===== src/rtl/ras_verify.sv =====
// Execute-side checker for RAS return-address predictions: in-order pending queue,
// compare-on-resolve, registered redirect with younger squash, saturating stats, sticky errors.
module ras_verify #(
  parameter int PCW       = 14,
  parameter int DEPTH_LOG = 3,
  parameter int CNTW      = 16
) (
  input  logic                 clk,
  input  logic                 rst,
  input  logic                 pred_valid,
  input  logic [PCW-1:0]       pred_ra,
  input  logic                 res_valid,
  input  logic [PCW-1:0]       res_target,
  input  logic                 flush,
  output logic                 mispredict,
  output logic [PCW-1:0]       redirect_pc,
  output logic                 full,
  output logic                 empty,
  output logic [DEPTH_LOG:0]   count,
  output logic [CNTW-1:0]      hit_cnt,
  output logic [CNTW-1:0]      miss_cnt,
  output logic                 err_overflow,
  output logic                 err_underflow
);

  localparam int DEPTH = 1 << DEPTH_LOG;
  localparam int CW    = DEPTH_LOG + 1;
  localparam logic [CW-1:0] DEPTH_CNT = CW'(DEPTH);

  logic [PCW-1:0]       mem_q [DEPTH];
  logic [DEPTH_LOG-1:0] rd_ptr_q, rd_ptr_d;
  logic [DEPTH_LOG-1:0] wr_ptr_q, wr_ptr_d;
  logic [CW-1:0]        count_q, count_d;
  logic                 mispredict_q, mispredict_d;
  logic [PCW-1:0]       redirect_pc_q, redirect_pc_d;
  logic [CNTW-1:0]      hit_cnt_q, hit_cnt_d;
  logic [CNTW-1:0]      miss_cnt_q, miss_cnt_d;
  logic                 err_ovf_q, err_ovf_d;
  logic                 err_unf_q, err_unf_d;

  logic           full_w, empty_w;
  logic [PCW-1:0] head;
  logic           res_hit, res_miss, do_enq;

  assign full_w  = (count_q == DEPTH_CNT);
  assign empty_w = (count_q == '0);
  assign head    = mem_q[rd_ptr_q];

  always_comb begin
    rd_ptr_d      = rd_ptr_q;
    wr_ptr_d      = wr_ptr_q;
    count_d       = count_q;
    mispredict_d  = 1'b0;
    redirect_pc_d = redirect_pc_q;
    hit_cnt_d     = hit_cnt_q;
    miss_cnt_d    = miss_cnt_q;
    err_ovf_d     = err_ovf_q;
    err_unf_d     = err_unf_q;
    res_hit       = 1'b0;
    res_miss      = 1'b0;
    do_enq        = 1'b0;

    if (flush) begin
      rd_ptr_d = '0;
      wr_ptr_d = '0;
      count_d  = '0;
    end else begin
      res_hit  = res_valid && !empty_w && (head == res_target);
      res_miss = res_valid && !res_hit;
      // A miss squashes everything younger, including a same-cycle prediction.
      do_enq   = pred_valid && !full_w && !res_miss;

      if (pred_valid && full_w) err_ovf_d = 1'b1;

      if (res_miss) begin
        mispredict_d  = 1'b1;
        redirect_pc_d = res_target;
        rd_ptr_d      = wr_ptr_q;
        count_d       = '0;
        if (empty_w) err_unf_d = 1'b1;
        if (miss_cnt_q != {CNTW{1'b1}}) miss_cnt_d = miss_cnt_q + CNTW'(1);
      end else begin
        if (res_hit) begin
          rd_ptr_d = rd_ptr_q + DEPTH_LOG'(1);
          if (hit_cnt_q != {CNTW{1'b1}}) hit_cnt_d = hit_cnt_q + CNTW'(1);
        end
        if (do_enq) wr_ptr_d = wr_ptr_q + DEPTH_LOG'(1);
        count_d = count_q + CW'(do_enq) - CW'(res_hit);
      end
    end
  end

  always_ff @(posedge clk) begin
    if (rst) begin
      rd_ptr_q      <= '0;
      wr_ptr_q      <= '0;
      count_q       <= '0;
      mispredict_q  <= 1'b0;
      redirect_pc_q <= '0;
      hit_cnt_q     <= '0;
      miss_cnt_q    <= '0;
      err_ovf_q     <= 1'b0;
      err_unf_q     <= 1'b0;
    end else begin
      rd_ptr_q      <= rd_ptr_d;
      wr_ptr_q      <= wr_ptr_d;
      count_q       <= count_d;
      mispredict_q  <= mispredict_d;
      redirect_pc_q <= redirect_pc_d;
      hit_cnt_q     <= hit_cnt_d;
      miss_cnt_q    <= miss_cnt_d;
      err_ovf_q     <= err_ovf_d;
      err_unf_q     <= err_unf_d;
    end
  end

  // Payload storage needs no reset; occupancy is tracked by count/pointers.
  always_ff @(posedge clk) begin
    if (!rst && do_enq) mem_q[wr_ptr_q] <= pred_ra;
  end

  assign mispredict    = mispredict_q;
  assign redirect_pc   = redirect_pc_q;
  assign full          = full_w;
  assign empty         = empty_w;
  assign count         = count_q;
  assign hit_cnt       = hit_cnt_q;
  assign miss_cnt      = miss_cnt_q;
  assign err_overflow  = err_ovf_q;
  assign err_underflow = err_unf_q;

endmodule

===== config.mk =====
export PLATFORM = sky130hd
export DESIGN_NAME = ras_verify
export DESIGN_NICKNAME = d
export VERILOG_FILES = /design/src/rtl/ras_verify.sv
export SDC_FILE = /design/constraint.sdc
export NUM_CORES = 1
export LEC_CHECK = 0
export BUFFER_PORTS_ARGS = -buffer_cell sky130_fd_sc_hd__buf_2
export CAP_MARGIN = 10
export CORE_MARGIN = 3
export CORE_UTILIZATION = 62
export DETAILED_ROUTE_END_ITERATION = 10
export PLACE_DENSITY_LB_ADDON = 0.08
export REMOVE_ABC_BUFFERS = 1
export SYNTH_ARGS = -nofsm -noshare
export SYNTH_HDL_FRONTEND = slang
export SYNTH_SLANG_ARGS = --single-unit

===== constraint.sdc =====
create_clock -name clk -period 9.2 [get_ports clk]
set_clock_uncertainty 0.2 [all_clocks]
set_input_delay 0.92 -clock clk [delete_from_list [all_inputs] [get_ports clk]]
set_output_delay 0.92 -clock clk [all_outputs]
set_load 0.005 [all_outputs]

==> results of run 1 <==
## cell families after synthesis
group                      after synthesis
and+or+nand+nor                        179
DFF                                    174
muxes                                   80
AOI/OAI and AO/OA                       74
buffers and inverters                   47
xor gates and xnor gates                12
adders and majority gates               11
## how the worst max path moves through the flow
stage / start / to / slack [ns] / cells past startpoint
after floorplan: flip-flop / mem_q[0][0] / 3.60 / 8
after global placement: flip-flop / mem_q[7][0] / 4.10 / 10
after detailed placement: flip-flop / mem_q[7][0] / 3.93 / 10
after CTS: flip-flop / mem_q[7][2] / 3.89 / 10
after global routing: flip-flop / mem_q[7][2] / 3.58 / 10
final: flip-flop / mem_q[7][2] / 3.88 / 10
## placed cells by master, fill, tap and decap left out, drive strengths merged, types with 3 or more instances in the layout
master  netlist  routed
xnor2         6       6
nor4         17      17
edfxtp      112     112
nor4b         6       6
nand2b        7       7
mux2         21      21
o22ai         5       5
o21a          9       9
nor2b         9       9
xor2          6       6
ha           10      10
nor3         11      11
inv          19      25
nor2         43      43
a31oi         3       3
or3          10      10
nand3b        5       5
mux4         11      11
clkbuf        9      21
and2          3       3
buf          18      99
nand4         8       8
o21ai        14      14
mux2i        48      48
nand2        27      27
nand3        13      13
o31a          7       7
and3         10      10
dfxtp        62      62
a22o          4       4
a21oi        16      16
clkinv        1       4
## cell type report
class	count	area share [%]
inverter	20	0.8621
sequential	174	52.89
tap	143	2.055
timing repair buffer	99	6.034
clock buffer	21	5.546
clock inverter	11	0.9052
multi-input combinational	356	31.71
## through the flow
stage | cells | total power [mW] | cell area, um^2 | hold WS, ns
after floorplan | 550 | 0.8831 | 7380 | 0.2604
after global placement | 792 | 0.9146 | 8147 | 0.2438
after detailed placement | 792 | 0.9169 | 8147 | 0.2544
after CTS | 824 | 1.585 | 8708 | 0.2711
after global routing | 824 | 1.630 | 8708 | 0.3147
final | 824 | 1.578 | 8708 | 0.2694
## cell usage after synthesis, types with 2 or more instances
library cell	count	area, um^2
a211oi_1	2	15.01
a21o_1	2	15.01
a21oi_1	16	80.08
a22o_1	4	35.03
a2bb2o_1	2	20.02
a31oi_1	3	18.77
a32o_1	2	20.02
and2_1	3	18.77
and3_1	10	62.56
and4_1	2	17.52
buf_2	4	20.02
buf_4	5	37.54
buf_6	6	67.56
clkbuf_1	9	33.78
dfxtp_1	62	1241
edfxtp_1	112	3363
ha_1	10	125.1
inv_1	19	71.32
mux2_1	4	45.04
mux2_2	17	191.4
mux2i_1	48	480.5
mux4_2	11	247.7
nand2_1	27	101.4
nand2b_1	7	43.79
nand3_1	13	65.06
nand3b_1	5	37.54
nand4_1	7	43.79
nor2_1	43	161.4
nor2b_1	9	56.30
nor3_1	11	55.05
nor3b_1	2	15.01
nor4_1	16	100.1
nor4b_1	6	52.55
o211ai_1	2	15.01
o21a_1	9	67.56
o21ai_0	13	65.06
o22ai_1	5	31.28
o31a_1	7	61.31
or3_1	10	62.56
or4_1	2	15.01
xnor2_1	6	52.55
xor2_1	6	52.55
## tightest hold or removal path, cell delays in order, from the launching register on
cell,delay [ns]
dfxtp_1,0.33
a31oi_1,0.04
nor2_1,0.07
## flip-flops by register name, summed over array words and instances, names as in the netlist, named ones only
register / count
mem_q: 112
hit_cnt: 16
miss_cnt: 16
redirect_pc: 14
count: 4
rd_ptr_q: 3
wr_ptr_q: 3
err_overflow: 1
err_underflow: 1
mispredict: 1
## report_power, final
group | internal (mW) | switching [mW]
Clock | 0.380 | 0.298
Combinational | 0.0226 | 0.0372
Sequential | 0.835 | 0.00463
## layer usage
| metal | global-route usage [%] | part of all wire (%) | vias up |
|---|---|---|---|
| met1 | 32.75 | 42 | 2502 |
| li1 | - | - | 2363 |
| met5 | 0 | 0 | - |
| met3 | 5.389 | 6.1 | 23 |
| met2 | 41.11 | 50 | 160 |
| met4 | 9.327 | 1.8 | 0 |
==> metrics.md, run 1 <==
| Metric | Value |
|---|---|
| Min-delay src | `err_overflow` |
| Final Cycle Share | `57.78%` |
| Initial DRT Pass Iterations | `4` |
| Worst Hold Endpoint | `err_overflow` |
| Share of layout cells above drive strength 1 | `25.40%` |
| RSZ-0062 raised after global routing | `false` |
| Seq/Total Area, Yosys | `60.77%` |
| Final nets | `712` |
| Multi-input logic area | `0.002761 mm^2` |
| FP Rows | `39` |
| Post-CTS Setup Bufs | `0` |
| Hold Crit Class | `reg2reg` |
| Worst skew pair latency | `0.43 ns` |
| Final hold vios | `0` |
| Async set or reset register ratio after synthesis | `0%` |
| Pleak | `3.118 nW` |
| Largest family of logic cells by synthesized area | `simple AND/OR/NAND/NOR gates` |
| Vias per cell | `6.126` |
| Final WS setup | `3.884 ns` |
| Worst-Margin Slew | `1.075 ns` |
| Worst hold path depth | `2` |
| CTS root buffer | `clkbuf_16` |
| Worst vdd ir | `0.0001835 V` |
| Iter 0 DRT Violations | `454` |
| Critical path fanouts, max | `37` |
| Reg-to-reg endpoint | `mem_q[7][2]` |
| Hold Buf Count CTS | `0` |
| CTS buffer count | `17` |
| Power per cell area | `181.1 mW/mm^2` |
| Gr ovfl total | `0` |
| Register area | `0.004606 mm^2` |
| Post-CTS sizing | `0` |
| Synth Area in Compound Gates | `6.836%` |
| Routed WL | `16.12 mm` |
| CP required | `9.13 ns` |
| Ports | `88` |
| Initial antenna violation count | `0` |
| Most frequent CP cell | `buf_4` |
| Critical path launch point type | `flip-flop` |
| Residual DRC | `0` |
| Slowest CP cell | `dfxtp_2` |
| Simple-Gate Fraction of Synth Area | `12.76%` |
| N_diodes | `0` |
| Max-cap violations | `0` |
| Post-Synth XOR/XNOR Area | `1.387%` |
| Initial Util | `64.97%` |
| Sinks on Clock Net | `174` |
| Vias in the first global route | `4807` |
| Slew headroom | `27.73%` |
| H-tree depth | `4` |
| Final Setup Violations | `0` |
| WP data arrival | `5.25 ns` |
| CTS tree | `done` |
| Buf+Inv Stages, Crit Path | `2` |
| Critical path class | `reg2reg` |
| Worst Setup End Kind | `flip-flop` |
| Final core occ | `74.67%` |
| Area growth, synth to finish | `14.93%` |
| GPL Wtd Cong | `0.8094` |
| Total number of vias | `5048` |
| Post-synth EDFFs | `112` |
| Synth warnings | `0` |
| Die height | `116.6 um` |
| Core footprint | `0.01166 mm^2` |
| GRT Util Overall | `24.93%` |
| Adder-cell share of the synthesized area | `1.915%` |
| DR WL/cell | `19.57 um` |
| Die area | `0.01358 mm^2` |
| Max incr delay on CP | `1.04 ns` |
| First-pass GRT wire length | `25.26 mm` |
| Gate Count Post-Synth | `577` |
| Ys flop type | `edfxtp_1` |
| Fillers | `807` |
| Number of port buffers | `87` |
| Worst-path cell chain | `mux4_2, mux2i_1, xnor2_1, nor4b_1, and4_1, a21oi_1, buf_4, nand2b_1, nor4_2, buf_4` |
| R2R setup slack | `3.88 ns` |
| Number of library cell types mapped by synthesis | `60` |
| Post-synthesis mux area share | `12.73%` |
| Post-layout min period | `5.316 ns` |
| Post-DRT Antenna Nets | `0` |
| Detail Placement HPWL | `10.75 mm` |
| Synthesized cell area | `0.007577 mm^2` |
| Syn avg cell area | `13.13 um^2` |
| #FFs+latches synth | `174` |
| Largest net degree at the start of global routing | `55` |
| Cell family with most CP delay | `simple AND/OR/NAND/NOR gates` |
| Highest clock rate | `188.1 MHz` |
| Place WS | `3.928 ns` |
| Pins Over Slew Limit | `0` |
| CTS clk-pin slew, worst paths | `0.07 ns` |
| Chip Width | `116.6 um` |
| Run status | `complete, no violations` |
| Worst r2r path cells | `10` |
| Clk buf depth | `2` |
| Setup TNS | `0 ns` |
Power figures use the tool's default switching activity.
==> run 2: changes to the inputs <==
Settings changed: CORE_UTILIZATION 62 to 53.
Clock period 9.2 ns to 4.6 ns, I/O delays scaled along.
==> metrics.md, run 2 (synthesis results as in run 1) <==
| Metric | Value |
|---|---|
| Post-CTS Setup Bufs | `0` |
| Tot Pwr | `3.320 mW` |
| Highest clock rate | `236.0 MHz` |
| Ports | `88` |
| Area growth, synth to finish | `17.06%` |
| CTS clk-pin slew, worst paths | `0.07 ns` |
| Post-layout min period | `4.237 ns` |
| CTS tree | `done` |
| Iter 0 DRT Violations | `331` |
| Max reg flops | `112` |
| Pins Over Slew Limit | `0` |
| Commonest non-fill, non-tap cells in the layout | `edfxtp_1 (112), buf_2 (87), dfxtp_1 (61)` |
| Worst skew pair latency | `0.43 ns` |
| WP data arrival | `4.14 ns` |
| Share of layout cells above drive strength 1 | `26.35%` |
| CTS root buffer | `clkbuf_16` |
| Die height | `125.6 um` |
| H-tree depth | `4` |
| Final core occ | `63.65%` |
| Clk buf depth | `2` |
| Slew headroom | `34.64%` |
| Number of port buffers | `87` |
| Vias in the first global route | `4828` |
| Residual DRC | `0` |
| CTS buffer count | `17` |
| Die area | `0.01577 mm^2` |
| Post-CTS sizing | `0` |
| First-pass GRT wire length | `25.93 mm` |
| Chip Width | `125.6 um` |
| FP Rows | `43` |
| Critical path fanouts, max | `17` |
| Worst vdd ir | `0.0002744 V` |
| Gr ovfl total | `0` |
| Hold Buf Count CTS | `0` |
| Multi-input logic area | `0.002761 mm^2` |
| Run status | `complete, no violations` |
| Final hold vios | `0` |
| Largest register by flop count | `mem_q` |
| Power per cell area | `374.3 mW/mm^2` |
| Fillers | `1077` |
| Hold Crit Class | `in2reg` |
| Setup TNS | `0 ns` |
| Final Cycle Share | `92.10%` |
| DR WL/cell | `18.61 um` |
| Post-place instance area | `0.008238 mm^2` |
| Max-cap violations | `0` |
| Critical path class | `reg2reg` |
| Final instance area | `0.008870 mm^2` |
| Initial antenna violation count | `0` |
| Final nets | `718` |
| Initial DRT Pass Iterations | `4` |
| Core footprint | `0.01393 mm^2` |
| Critical path launch point type | `flip-flop` |
| Sinks on Clock Net | `174` |
| Routed WL | `16.14 mm` |
| N_diodes | `0` |
| Largest net degree at the start of global routing | `45` |
| RSZ-0062 raised after global routing | `false` |
| GPL Wtd Cong | `0.8114` |
| Worst Setup End Kind | `flip-flop` |
| Pleak | `3.181 nW` |
| Vias per cell | `5.719` |
| Register area | `0.004606 mm^2` |
| Total number of vias | `4958` |
| Initial Util | `54.38%` |
| Post-DRT Antenna Nets | `0` |
| Worst-Margin Slew | `0.9768 ns` |
| Commonest non-fill, non-tap cell in the layout | `edfxtp_1` |
| CP required | `4.51 ns` |
| Detail Placement HPWL | `10.84 mm` |
| R2R setup slack | `0.36 ns` |
| Final Setup Violations | `0` |
| GRT Util Overall | `21.21%` |
-- run 2: cell count changes in the layout (fill, tap and decap cells not counted) --
cell        before  now
clkbuf_1         2    0
clkinvlp_2       0    1
inv_6            3    4
clkinvlp_4       2    1
clkbuf_16       19   17
buf_4           12   18
inv_4            3    0
clkinv_4         1    2
inv_8            0    1
bufinv_16        0    4
-- run 2: final timing paths --
kind                 start             to  cells after the start
max              flip-flop    mem_q[1][1]                     11
min             pred_valid   err_overflow                      3
max reg2reg      flip-flop    mem_q[1][1]                     11
min reg2reg  err_underflow  err_underflow                      2
-- run 2: per-stage QoR --
| stage | hold WS [ns] | cells | worst slack (ns) |
|---|---|---|---|
| after floorplan | 0.2604 | 550 | -0.9985 |
| after global routing | 0.09404 | 867 | 0.1695 |
| after CTS | 0.07256 | 867 | 0.3608 |
| after global placement | 0.2436 | 835 | 0.4066 |
| after detailed placement | 0.2551 | 835 | 0.3776 |
| final | 0.08270 | 867 | 0.3633 |
-- run 2: power by group --
group | internal [mW] | switching, mW | leakage [nW]
logic | 0.0460 | 0.0759 | 1.36
registers | 1.67 | 0.00724 | 1.51
clock network | 0.917 | 0.603 | 0.306
-- run 2: final cells by class --
class,count,area share [%]
inverter,20,0.8464
tap,180,2.539
multi-input combinational,356,31.13
sequential,174,51.93
clock buffer,17,4.796
clock inverter,15,2.328
timing repair buffer,105,6.432
-- run 2: per-layer routing --
layer	global-route usage (%)	vias to the layer above	wire length, um
met5	0	-	0
met3	5.297	17	854
met4	6.696	0	249
met2	35.43	149	7995
met1	27.37	2423	7037
li1	-	2369	-
-- run 2: critical path, cell delays in order (launching register included) --
cell      delay [ns]
dfxtp_1         0.63
buf_4           0.39
mux2i_1         0.14
mux4_2          0.49
xor2_1          0.28
nand4_1         0.12
and4b_1         0.30
a21oi_1         0.09
buf_4           0.19
nand2b_1        0.41
nor4_2          0.34
buf_4           0.32
